`src/rtl/cpu_rmw_unit.sv`:
```
// rtl/cpu_rmw_unit.sv - 6502 read-modify-write sequencer (read, dummy write, result write)
module cpu_rmw_unit #(
  parameter int ADDR_W = 16
) (
  input  logic              clk,
  input  logic              rst_n,
  input  logic              start,
  input  logic [2:0]        op,
  input  logic [ADDR_W-1:0] addr,
  input  logic              carry_in,
  output logic              busy,
  output logic              done,
  output logic [ADDR_W-1:0] mem_addr,
  output logic              mem_rd,
  output logic              mem_wr,
  output logic [7:0]        mem_wdata,
  input  logic [7:0]        mem_rdata,
  input  logic              mem_ready,
  output logic [7:0]        alu_a,
  output logic [7:0]        alu_b,
  output logic [2:0]        alu_op,
  output logic              alu_cin,
  input  logic [7:0]        alu_out,
  input  logic              alu_cout,
  output logic              flag_n,
  output logic              flag_z,
  output logic              flag_c,
  output logic              flag_c_we
);

  typedef enum logic [1:0] {S_IDLE, S_READ, S_DUMMY, S_WRITE} state_t;

  localparam logic [2:0] ALU_ADD = 3'd0;
  localparam logic [2:0] ALU_SUB = 3'd1;
  localparam logic [2:0] ALU_SHR = 3'd5;
  localparam logic [2:0] ALU_SHL = 3'd6;

  state_t     state;
  logic [2:0] op_q;
  logic       carry_q;
  logic [7:0] operand;
  logic [7:0] result;
  logic       carry_res;

  logic [2:0] alu_op_nx;
  logic [7:0] alu_b_nx;
  logic       alu_cin_nx;

  // Operand A is the fetched byte itself, so it stays stable across DUMMY stalls.
  assign alu_a = operand;

  always_comb begin
    alu_op_nx  = ALU_SHL;
    alu_b_nx   = 8'd0;
    alu_cin_nx = 1'b0;
    case (op_q)
      3'd0: alu_op_nx = ALU_SHL;
      3'd1: alu_op_nx = ALU_SHR;
      3'd2: begin alu_op_nx = ALU_SHL; alu_cin_nx = carry_q; end
      3'd3: begin alu_op_nx = ALU_SHR; alu_cin_nx = carry_q; end
      3'd4: begin alu_op_nx = ALU_ADD; alu_b_nx = 8'd1; end
      3'd5: begin alu_op_nx = ALU_SUB; alu_b_nx = 8'd1; alu_cin_nx = 1'b1; end
      default: alu_op_nx = ALU_SHL;
    endcase
  end

  always_ff @(posedge clk or negedge rst_n) begin
    if (!rst_n) begin
      state     <= S_IDLE;
      op_q      <= 3'd0;
      carry_q   <= 1'b0;
      operand   <= 8'd0;
      result    <= 8'd0;
      carry_res <= 1'b0;
      busy      <= 1'b0;
      done      <= 1'b0;
      mem_addr  <= '0;
      mem_rd    <= 1'b0;
      mem_wr    <= 1'b0;
      mem_wdata <= 8'd0;
      alu_b     <= 8'd0;
      alu_op    <= 3'd0;
      alu_cin   <= 1'b0;
      flag_n    <= 1'b0;
      flag_z    <= 1'b0;
      flag_c    <= 1'b0;
      flag_c_we <= 1'b0;
    end else begin
      done      <= 1'b0;
      flag_c_we <= 1'b0;
      case (state)
        S_IDLE: begin
          if (start && op <= 3'd5) begin
            op_q     <= op;
            carry_q  <= carry_in;
            mem_addr <= addr;
            mem_rd   <= 1'b1;
            busy     <= 1'b1;
            state    <= S_READ;
          end
        end
        S_READ: begin
          if (mem_ready) begin
            operand   <= mem_rdata;
            mem_rd    <= 1'b0;
            mem_wr    <= 1'b1;
            mem_wdata <= mem_rdata;
            alu_b     <= alu_b_nx;
            alu_op    <= alu_op_nx;
            alu_cin   <= alu_cin_nx;
            state     <= S_DUMMY;
          end
        end
        S_DUMMY: begin
          // The unmodified byte is on the bus this cycle; the ALU result goes out next.
          if (mem_ready) begin
            result    <= alu_out;
            carry_res <= alu_cout;
            mem_wdata <= alu_out;
            state     <= S_WRITE;
          end
        end
        S_WRITE: begin
          if (mem_ready) begin
            mem_wr    <= 1'b0;
            mem_addr  <= '0;
            busy      <= 1'b0;
            done      <= 1'b1;
            flag_n    <= result[7];
            flag_z    <= (result == 8'd0);
            flag_c    <= carry_res;
            flag_c_we <= (op_q <= 3'd3);
            state     <= S_IDLE;
          end
        end
        default: state <= S_IDLE;
      endcase
    end
  end

endmodule
```
`config.mk`:
```
export PLATFORM = sky130hd
export DESIGN_NAME = cpu_rmw_unit
export DESIGN_NICKNAME = d
export VERILOG_FILES = /design/src/rtl/cpu_rmw_unit.sv
export SDC_FILE = /design/constraint.sdc
export NUM_CORES = 1
export LEC_CHECK = 0
export ABC_CLOCK_PERIOD_IN_PS = 3300
export BUFFER_PORTS_ARGS = -buffer_cell sky130_fd_sc_hd__clkbuf_2
export CAP_MARGIN = 30
export CORE_ASPECT_RATIO = 1.75
export CORE_UTILIZATION = 53
export DETAILED_ROUTE_END_ITERATION = 12
export GPL_TIMING_DRIVEN = 0
export PLACE_DENSITY = 0.85
export SLEW_MARGIN = 5
export SYNTH_ARGS = -nofsm -noshare
export SYNTH_HDL_FRONTEND = slang
export SYNTH_SLANG_ARGS = --single-unit
```
`constraint.sdc`:
```
create_clock -name clk -period 3.3 [get_ports clk]
set_input_delay 0.495 -clock clk [delete_from_list [all_inputs] [get_ports clk]]
set_output_delay 0.495 -clock clk [all_outputs]
set_load 0.1 [all_outputs]
```
==> results of run 1 <==
-- per-layer routing --
layer / GRT usage (%) / up-vias / part of all wire (%)
li1: - / 978 / -
met1: 27.8 / 969 / 39
met2: 38.8 / 67 / 54
met3: 5.85 / 10 / 4.4
met4: 14.5 / 0 / 2.4
met5: 0 / - / 0
-- Yosys cell counts (2+ instances only) --
cell,n,area [um2]
a22o_1,16,140
a2bb2oi_1,9,78.8
and2_1,2,12.5
buf_2,3,15.0
buf_4,8,60.1
buf_6,2,22.5
clkbuf_1,5,18.8
dfrtp_1,60,1500
ha_1,4,50.1
inv_1,12,45.0
mux2_2,3,33.8
mux2_4,4,60.1
nand2_1,64,240
nand3_1,2,10.0
nor2_1,7,26.3
nor2b_1,2,12.5
nor4_1,2,12.5
o221ai_1,8,70.1
-- stage by stage --
stage	utilization, %	instances
2_1_floorplan	-	236
3_3_place_gp	66.1	373
3_5_place_dp	66.1	373
4_1_cts	70.8	389
5_1_grt	70.8	389
6_report	70.8	389
-- layout make-up --
cell class              instances  area (um2)
clock inverters                 5        75.1
plain buffers                  18         116
fillers                       374        1350
clock buffers                  11         141
multi-input cells             146         902
repair buffers                 85         428
flip-flops and latches         60        1500
well taps                      52        65.1
inverters                      12        45.0
-- logic make-up after synthesis --
family | after synthesis | share of synthesized area, %
flops | 60 | 59.1
other cells | 1 | 0.147
mux | 7 | 3.69
fa+ha+maj | 4 | 1.97
compound gates | 42 | 14.7
simple gates | 86 | 14.1
buf+inv | 30 | 6.35
-- critical path, cell delays in order (launching register included) --
cell and delay [ps]:
dfrtp_1 420, inv_1 120, ha_1 310, nand2b_1 140
a22o_4 270, buf_6 150, a22o_1 230
-- state kept, by name, summed over array words and instances, names as in the netlist, 2 cells and up --
name	flops
alu_a	8
result	8
op_q	3
mem_addr	16
alu_op	3
state	2
mem_wdata	8
-- final timing paths --
| path | cells past startpoint | from | to | slack [ps] |
|---|---|---|---|---|
| setup / recovery | 6 | state[0]$_DFFE_PN0P_ | mem_addr[5]$_DFFE_PN0P_ | 1560 |
| hold reg to reg | 2 | alu_b[0]$_DFFE_PN0P_ | alu_b[0]$_DFFE_PN0P_ | 470 |
| setup reg to reg | 6 | state[0]$_DFFE_PN0P_ | mem_addr[5]$_DFFE_PN0P_ | 1560 |
| max in group asynchronous | 1 | rst_n | mem_addr[8]$_DFFE_PN0P_ | 2520 |
| hold / removal | 1 | rst_n | mem_addr[0]$_DFFE_PN0P_ | 250 |
| min in group clk | 3 | alu_cout | carry_res$_DFFE_PN0P_ | 360 |
==> metrics.md, run 1 <==
| Metric | Value |
|---|---|
| Gp weighted congestion | 0.725 |
| Hold_buf cts | 0 |
| Setup CP Type | flop to flop |
| Post-CTS resize count | 0 |
| Yosys reg bits | 60 |
| Wire length per cell | 14.2 um |
| Post-layout nets | 377 |
| Iteration-0 DRC Markers | 64 |
| Hold Path Class | input pin to asynchronous set/reset pin |
| # DRC | 0 |
| Setup Skew | 7.30 ps |
| Remaining Overflow, GRT | 0 |
| Max-slew headroom | 47.3% |
| Antenna Diode Count | 0 |
| Hold slack | 255 ps |
| # IOs | 93 |
| Die X | 54.4 um |
| Tot GR Track Use | 24.2% |
| RSZ-0062 raised after global routing | false |
| TNS Setup | 0 ps |
| H-tree Lvls | 3 |
| CTS sink count | 60 |
| Mapped Area | 2540 um2 |
| Layout cells sized above 1 | 36.8% |
| Setup WS post-layout | 1560 ps |
| Asr flop ratio synth | 100% |
| Status | complete, no violations |
| Post-synth EDFFs | 0 |
| Core footprint | 4620 um2 |
| Fmax | 575 MHz |
| Crit-path max FO | 10 |
| Port bufs | 85 |
| Longest Clk Path Bufs | 2 |
| # Post-CTS Setup Buffers | 0 |
| Synth Instances | 230 |
| DP Wirelength | 4010 um |
| Worst slew pin tran | 791 ps |
| Hold Vio Cnt, Final | 0 |
| Unique masters post-synth | 35 |
| Post-synthesis sequential area ratio | 59.1% |
| Worst setup SP type | flop |
| Drt first pass iters | 5 |
| Critical Path RT | 3530 ps |
| Number of global-route vias before repair | 1958 |
| Commonest non-fill, non-tap cell in the layout | clkbuf_2 |
| Initial Util | 55.0% |
| Die ar. | 5090 um2 |
| Crit. End Element | flop |
| FP Rows | 33 |
| Synth Flop Type | dfrtp_1 |
| Syn Area/Cell | 11.1 um2 |
| Post-route ant nets | 0 |
| Endpoints failing setup | 0 |
| CTS tree | yes |
| Max-Cap Viols | 0 |
| Global-route wire length before repair | 8650 um |
| Yosys warns | 0 |
| Initial antenna violation count | 0 |
| Period minus WS final | 1740 ps |
| Pin count of the biggest net entering global routing | 61 |
| Final wirelength | 5520 um |
| TritonCTS Buffers | 9 |
| Fin crit share | 52.7% |
| Post-placement cell area | 3060 um2 |
| Clock-pin slew on the worst setup and hold paths | 70 ps |
| Area grow syn2layout | 28.8% |
| Most frequent cells in the layout | 84 x clkbuf_2, 64 x nand2_1, 60 x dfrtp_1 |
| Root buf cell | clkbuf_8 |
| Routed vias | 2024 |
| Critical path arrival | 1960 ps |
| Clk_lat worst skew | 340 ps |
| Placement Setup Slack | 1590 ps |
| Die Span Y | 93.6 um |
| Pins Over Slew Limit | 0 |
| Via-to-Cell Ratio | 5.20 |
| Final Cell Area | 3270 um2 |
Power of run 1 is left out: the tool's default activity adds up to more than one toggle a clock period on the data nets, which glitch-free logic cannot reach.
==> run 2, diff against run 1 <==
ABC_CLOCK_PERIOD_IN_PS = 1600   (was 3300)
CORE_UTILIZATION = 49   (was 53)
PLACE_DENSITY = 0.79   (was 0.85)
clock period = 1.6 ns   (was 3.3 ns; I/O delays follow)
==> metrics.md, run 2 (synthesis gave the netlist of run 1 again) <==
| Metric | Value |
|---|---|
| Critical Path RT | 1800 ps (-1730 ps) |
| Setup CP Type | flop to flop |
| Drt first pass iters | 4 (-1) |
| Die X | 56.5 um (+3.9%) |
| Placement Setup Slack | -96.8 ps (-1690 ps) |
| Worst-path cell chain | inv_2 -> ha_4 -> inv_1 -> or2_1 -> buf_6 -> mux2_4 |
| Longest Clk Path Bufs | 2 (unchanged) |
| Reg-to-Reg End | op_q[1]$_DFFE_PN0P_ |
| Worst r2r src | state[1]$_DFFE_PN0P_ |
| Commonest non-fill, non-tap cell in the layout | clkbuf_2 |
| Worst setup SP type | flop |
| # DRC | 0 (unchanged) |
| Global-route wire length before repair | 9080 um (+4.9%) |
| Root buf cell | clkbuf_8 |
| Remaining Overflow, GRT | 0 (unchanged) |
| Worst stage delay on the critical path | 450 ps (+30 ps) |
| TNS Setup | 0 ps (unchanged) |
| Largest Register | mem_addr |
| Fmax | 633 MHz (+10%) |
| # IOs | 93 (unchanged) |
| Endpoints failing setup | 0 (unchanged) |
| CP max stage cell | dfrtp_2 |
| CTS tree | yes |
| Antenna Diode Count | 0 (unchanged) |
| Pins Over Slew Limit | 0 (unchanged) |
| Tot GR Track Use | 21.5% (-2.7 points) |
| Area grow syn2layout | 33.5% |
| Number of global-route vias before repair | 1998 (+2.0%) |
| Most frequent cells in the layout | 86 x clkbuf_2, 63 x nand2_1, 58 x dfrtp_1 |
| Max-Cap Viols | 0 (unchanged) |
| Wire length per cell | 14.6 um (+3.2%) |
| Hold Vio Cnt, Final | 0 (unchanged) |
| Initial antenna violation count | 0 (unchanged) |
| DP Wirelength | 4120 um (+2.8%) |
| FP Rows | 34 (+3.0%) |
| Final Cell Area | 3390 um2 (+3.7%) |
| Pin count of the biggest net entering global routing | 61 (unchanged) |
| Setup WS post-layout | 19.0 ps (-1540 ps) |
| Via-to-Cell Ratio | 5.18 (-0.54%) |
| Fin crit share | 98.8% (+46 points) |
| Port bufs | 85 (unchanged) |
| H-tree Lvls | 3 (unchanged) |
| Routed vias | 2039 (+0.74%) |
| Setup Skew | 8.05 ps (+0.749 ps) |
| TritonCTS Buffers | 9 (unchanged) |
| Die ar. | 5490 um2 (+7.9%) |
| Gp weighted congestion | 0.789 (+8.8%) |
| Post-placement cell area | 3060 um2 (about the same) |
| Flop2flop setup slack | 20 ps (-1540 ps) |
| Die Span Y | 97.3 um (+3.9%) |
| Final wirelength | 5770 um (+4.5%) |
| Post-layout nets | 380 (+0.80%) |
| Critical path arrival | 1780 ps (-180 ps) |
| Period minus WS final | 1580 ps (-158 ps) |
| Status | complete, no violations |
| CTS sink count | 60 (unchanged) |
| Flip-flop count of the largest register, all copies and words added | 16 (unchanged) |
| Clock-pin slew on the worst setup and hold paths | 60 ps (about the same) |
| Reg2reg path depth | 6 (unchanged) |
| Hold Path Class | input pin to asynchronous set/reset pin |
| Iteration-0 DRC Markers | 48 (-25%) |
| Worst slew pin tran | 813 ps (+22.2 ps) |
| Hold_buf cts | 0 (unchanged) |
| Crit-path max FO | 6 (-4) |
| Crit. End Element | flop |
| Layout cells sized above 1 | 41.8% (+5.0 points) |
| Max-slew headroom | 45.8% (-1.5 points) |
| Initial Util | 51.1% (-3.9 points) |
| Core footprint | 4980 um2 (+7.6%) |
| Post-route ant nets | 0 (unchanged) |
| Clk_lat worst skew | 320 ps (-20 ps) |
## run 2: layer usage
metal / up-vias / GRT usage [%] / share of wire, %
met4: 0 / 11.1 / 2.8
met3: 13 / 4.53 / 3.6
li1: 981 / - / -
met5: - / 0 / 0
met1: 987 / 24.2 / 39
met2: 58 / 37.2 / 54
## run 2: what timing repair did
action                                  4_1_cts  5_1_grt
buffers inserted                              0        4
endpoints found under the setup margin       25       25
pin swaps                                     0        3
cloned                                        0        0
gates resized for setup                       3       19
## run 2: area by class of cell
cell class                      count  area, um2
Clock inverter                      4       72.6
Buffer                             17        121
Inverter                           12       45.0
Tap cell                           54       67.6
Timing Repair Buffer               89        470
Sequential cell                    60       1500
Fill cell                         407       1580
Clock buffer                       12        145
Multi-Input combinational cell    146        968
## run 2: worst max path at each step
stage	end	from	slack [ps]
after detailed placement	mem_addr[4]$_DFFE_PN0P_	state[0]$_DFFE_PN0P_	-100
final	op_q[1]$_DFFE_PN0P_	state[1]$_DFFE_PN0P_	20
after CTS	mem_addr[4]$_DFFE_PN0P_	state[0]$_DFFE_PN0P_	-30
after floorplan	mem_addr[0]$_DFFE_PN0P_	state[0]$_DFFE_PN0P_	60
after global placement	mem_addr[4]$_DFFE_PN0P_	state[0]$_DFFE_PN0P_	-60
after global routing	state[1]$_DFFE_PN0P_	state[1]$_DFFE_PN0P_	-30
## run 2: worst max-delay path: cells and delay by family (launching register included)
kind	cells	cell delay [ps]
buf+inv	3	310
mux	1	290
fa+ha+maj	1	170
flops	1	450
simple gates	1	240
## run 2: stage by stage
step,hold slack [ps],utilization (%),cells
after floorplan,-55.6,-,236
final,18.7,68.2,394
after detailed placement,399,61.5,375
after CTS,44.9,66.0,391
after global routing,88.7,68.2,394
after global placement,436,61.4,375
Power of run 2 is left out for the same reason.
==> run 3, diff against run 2 <==
RECOVER_POWER = 25   (was default)
==> metrics.md, run 3 (synthesis gave the netlist of run 1 again) <==
| Metric | Value |
|---|---|
| Initial antenna violation count | 0 (unchanged) |
| Hold slack | 110 ps (+91.6 ps) |
| Clock-pin slew on the worst setup and hold paths | 60 ps (about the same) |
| Period minus WS final | 1580 ps (unchanged) |
| Drt first pass iters | 4 (unchanged) |
| Clk_lat worst skew | 320 ps (about the same) |
| H-tree Lvls | 3 (unchanged) |
| Fin crit share | 98.8% (unchanged) |
| Worst-path cell chain | inv_2 -> ha_4 -> inv_1 -> or2_1 -> buf_6 -> mux2_4 |
| Setup CP Type | flop to flop |
| # DRC | 0 (unchanged) |
| Final wirelength | 5770 um (unchanged) |
| Critical path arrival | 1780 ps (about the same) |
| Hold Path Class | input pin to flop |
| Layout cells sized above 1 | 41.8% (unchanged) |
| Worst stage delay on the critical path | 450 ps (about the same) |
| TritonCTS Buffers | 9 (unchanged) |
| # IOs | 93 (unchanged) |
| Crit-path max FO | 6 (unchanged) |
| Most frequent cells in the layout | 87 x clkbuf_2, 63 x nand2_1, 58 x dfrtp_1 |
| Port bufs | 85 (unchanged) |
| Setup WS post-layout | 19.0 ps (unchanged) |
| Global-route wire length before repair | 9080 um (unchanged) |
| Status | complete, no violations |
| Iteration-0 DRC Markers | 48 (unchanged) |
| Top cell family by delay on the critical path | flip-flops |
| Root buf cell | clkbuf_8 |
| Longest Clk Path Bufs | 2 (unchanged) |
| Post-placement cell area | 3060 um2 (unchanged) |
| Setup Skew | 8.05 ps (unchanged) |
| DP Wirelength | 4120 um (unchanged) |
| Endpoints failing setup | 0 (unchanged) |
| Grt met1 use | 24.2% (unchanged) |
| Met2 Usage GRT | 37.2% (unchanged) |
| Final core occ | 68.1% (about the same) |
| Worst slew pin tran | 1470 ps (+652 ps) |
| Via-to-Cell Ratio | 5.18 (unchanged) |
| CTS tree | yes |
| Hold Vio Cnt, Final | 0 (unchanged) |
| Worst path bufs/invs | 3 (unchanged) |
| Tot GR Track Use | 21.5% (unchanged) |
| Die Span Y | 97.3 um (unchanged) |
| Core footprint | 4980 um2 (unchanged) |
| Post-route ant nets | 0 (unchanged) |
| Commonest non-fill, non-tap cell in the layout | clkbuf_2 |
| Crit. End Element | flop |
| CTS sink count | 60 (unchanged) |
| Die X | 56.5 um (unchanged) |
| Number of global-route vias before repair | 1998 (unchanged) |
| Worst setup SP type | flop |
| Pins Over Slew Limit | 0 (unchanged) |
| Area grow syn2layout | 33.4% (about the same) |
| Largest Register | mem_addr |
| Routed vias | 2039 (unchanged) |
| Hold_buf cts | 0 (unchanged) |
| Die ar. | 5490 um2 (unchanged) |
| Gp weighted congestion | 0.789 (unchanged) |
| Initial Util | 51.1% (unchanged) |
| Max-slew headroom | 2.29% (-43 points) |
| Post-layout nets | 380 (unchanged) |
| Critical Path RT | 1800 ps (about the same) |
| Placement Setup Slack | -96.8 ps (unchanged) |
| Fmax | 633 MHz (unchanged) |
| CP max stage cell | dfrtp_2 |
| Remaining Overflow, GRT | 0 (unchanged) |
| Antenna Diode Count | 0 (unchanged) |
| Global routing's busiest layer | met2 |
| Flip-flop count of the largest register, all copies and words added | 16 (unchanged) |
| Wire length per cell | 14.6 um (unchanged) |
| FP Rows | 34 (unchanged) |
| Final Cell Area | 3390 um2 (about the same) |
| Worst hold path startpoint | alu_cout |
| Worst r2r src | state[1]$_DFFE_PN0P_ |
| Critical Path Source | state[1]$_DFFE_PN0P_ |
| Met3 GRT Util | 4.53% (unchanged) |
| Pin count of the biggest net entering global routing | 61 (unchanged) |
| Max-Cap Viols | 0 (unchanged) |
-- run 3: cell counts in the layout (fill, tap and decap cells not counted) --
No cell type changed its count.
-- run 3: layer usage --
layer,share of wire [%],wire (um),up-vias
li1,-,-,981
met1,39,2270,987
met2,54,3130,58
met3,3.6,209,13
met4,2.8,159,0
met5,0,0,-
-- run 3: final cells by class --
cell class / instances / area, um2
fill: 408 / 1590
clock buffer: 12 / 145
timing repair buffer: 89 / 468
tap: 54 / 67.6
clock inverter: 4 / 72.6
buffer: 17 / 121
inverter: 12 / 45.0
multi-input combinational: 146 / 968
sequential: 60 / 1500
-- run 3: worst paths after layout --
check	to	slack (ps)	cells past startpoint
worst max-delay path	op_q[1]$_DFFE_PN0P_	20	6
worst min-delay path	carry_res$_DFFE_PN0P_	110	3
worst max register to register	op_q[1]$_DFFE_PN0P_	20	6
worst min register to register	alu_op[0]$_DFFE_PN0P_	470	2
max in group asynchronous	state[1]$_DFFE_PN0P_	350	1
min in group asynchronous	result[0]$_DFFE_PN0P_	260	1
-- run 3: tightest hold or removal path: cells and delay by family --
family,cells,cell delay [ps]
buf+inv,1,70
simple gates,2,90
-- run 3: stage by stage --
step	cells	setup TNS (ps)
after floorplan	236	0
final	394	0
after global placement	375	-924
after global routing	394	-90.2
after detailed placement	375	-1740
after CTS	391	-266
-- run 3: timing repair --
item                                    CTS  global route
pin swaps                                 0             3
gates resized for setup                   3            19
endpoints found under the hold margin     0             0
endpoints found under the setup margin   25            25
setup buffers                             0             4
Power of run 3 is left out for the same reason.
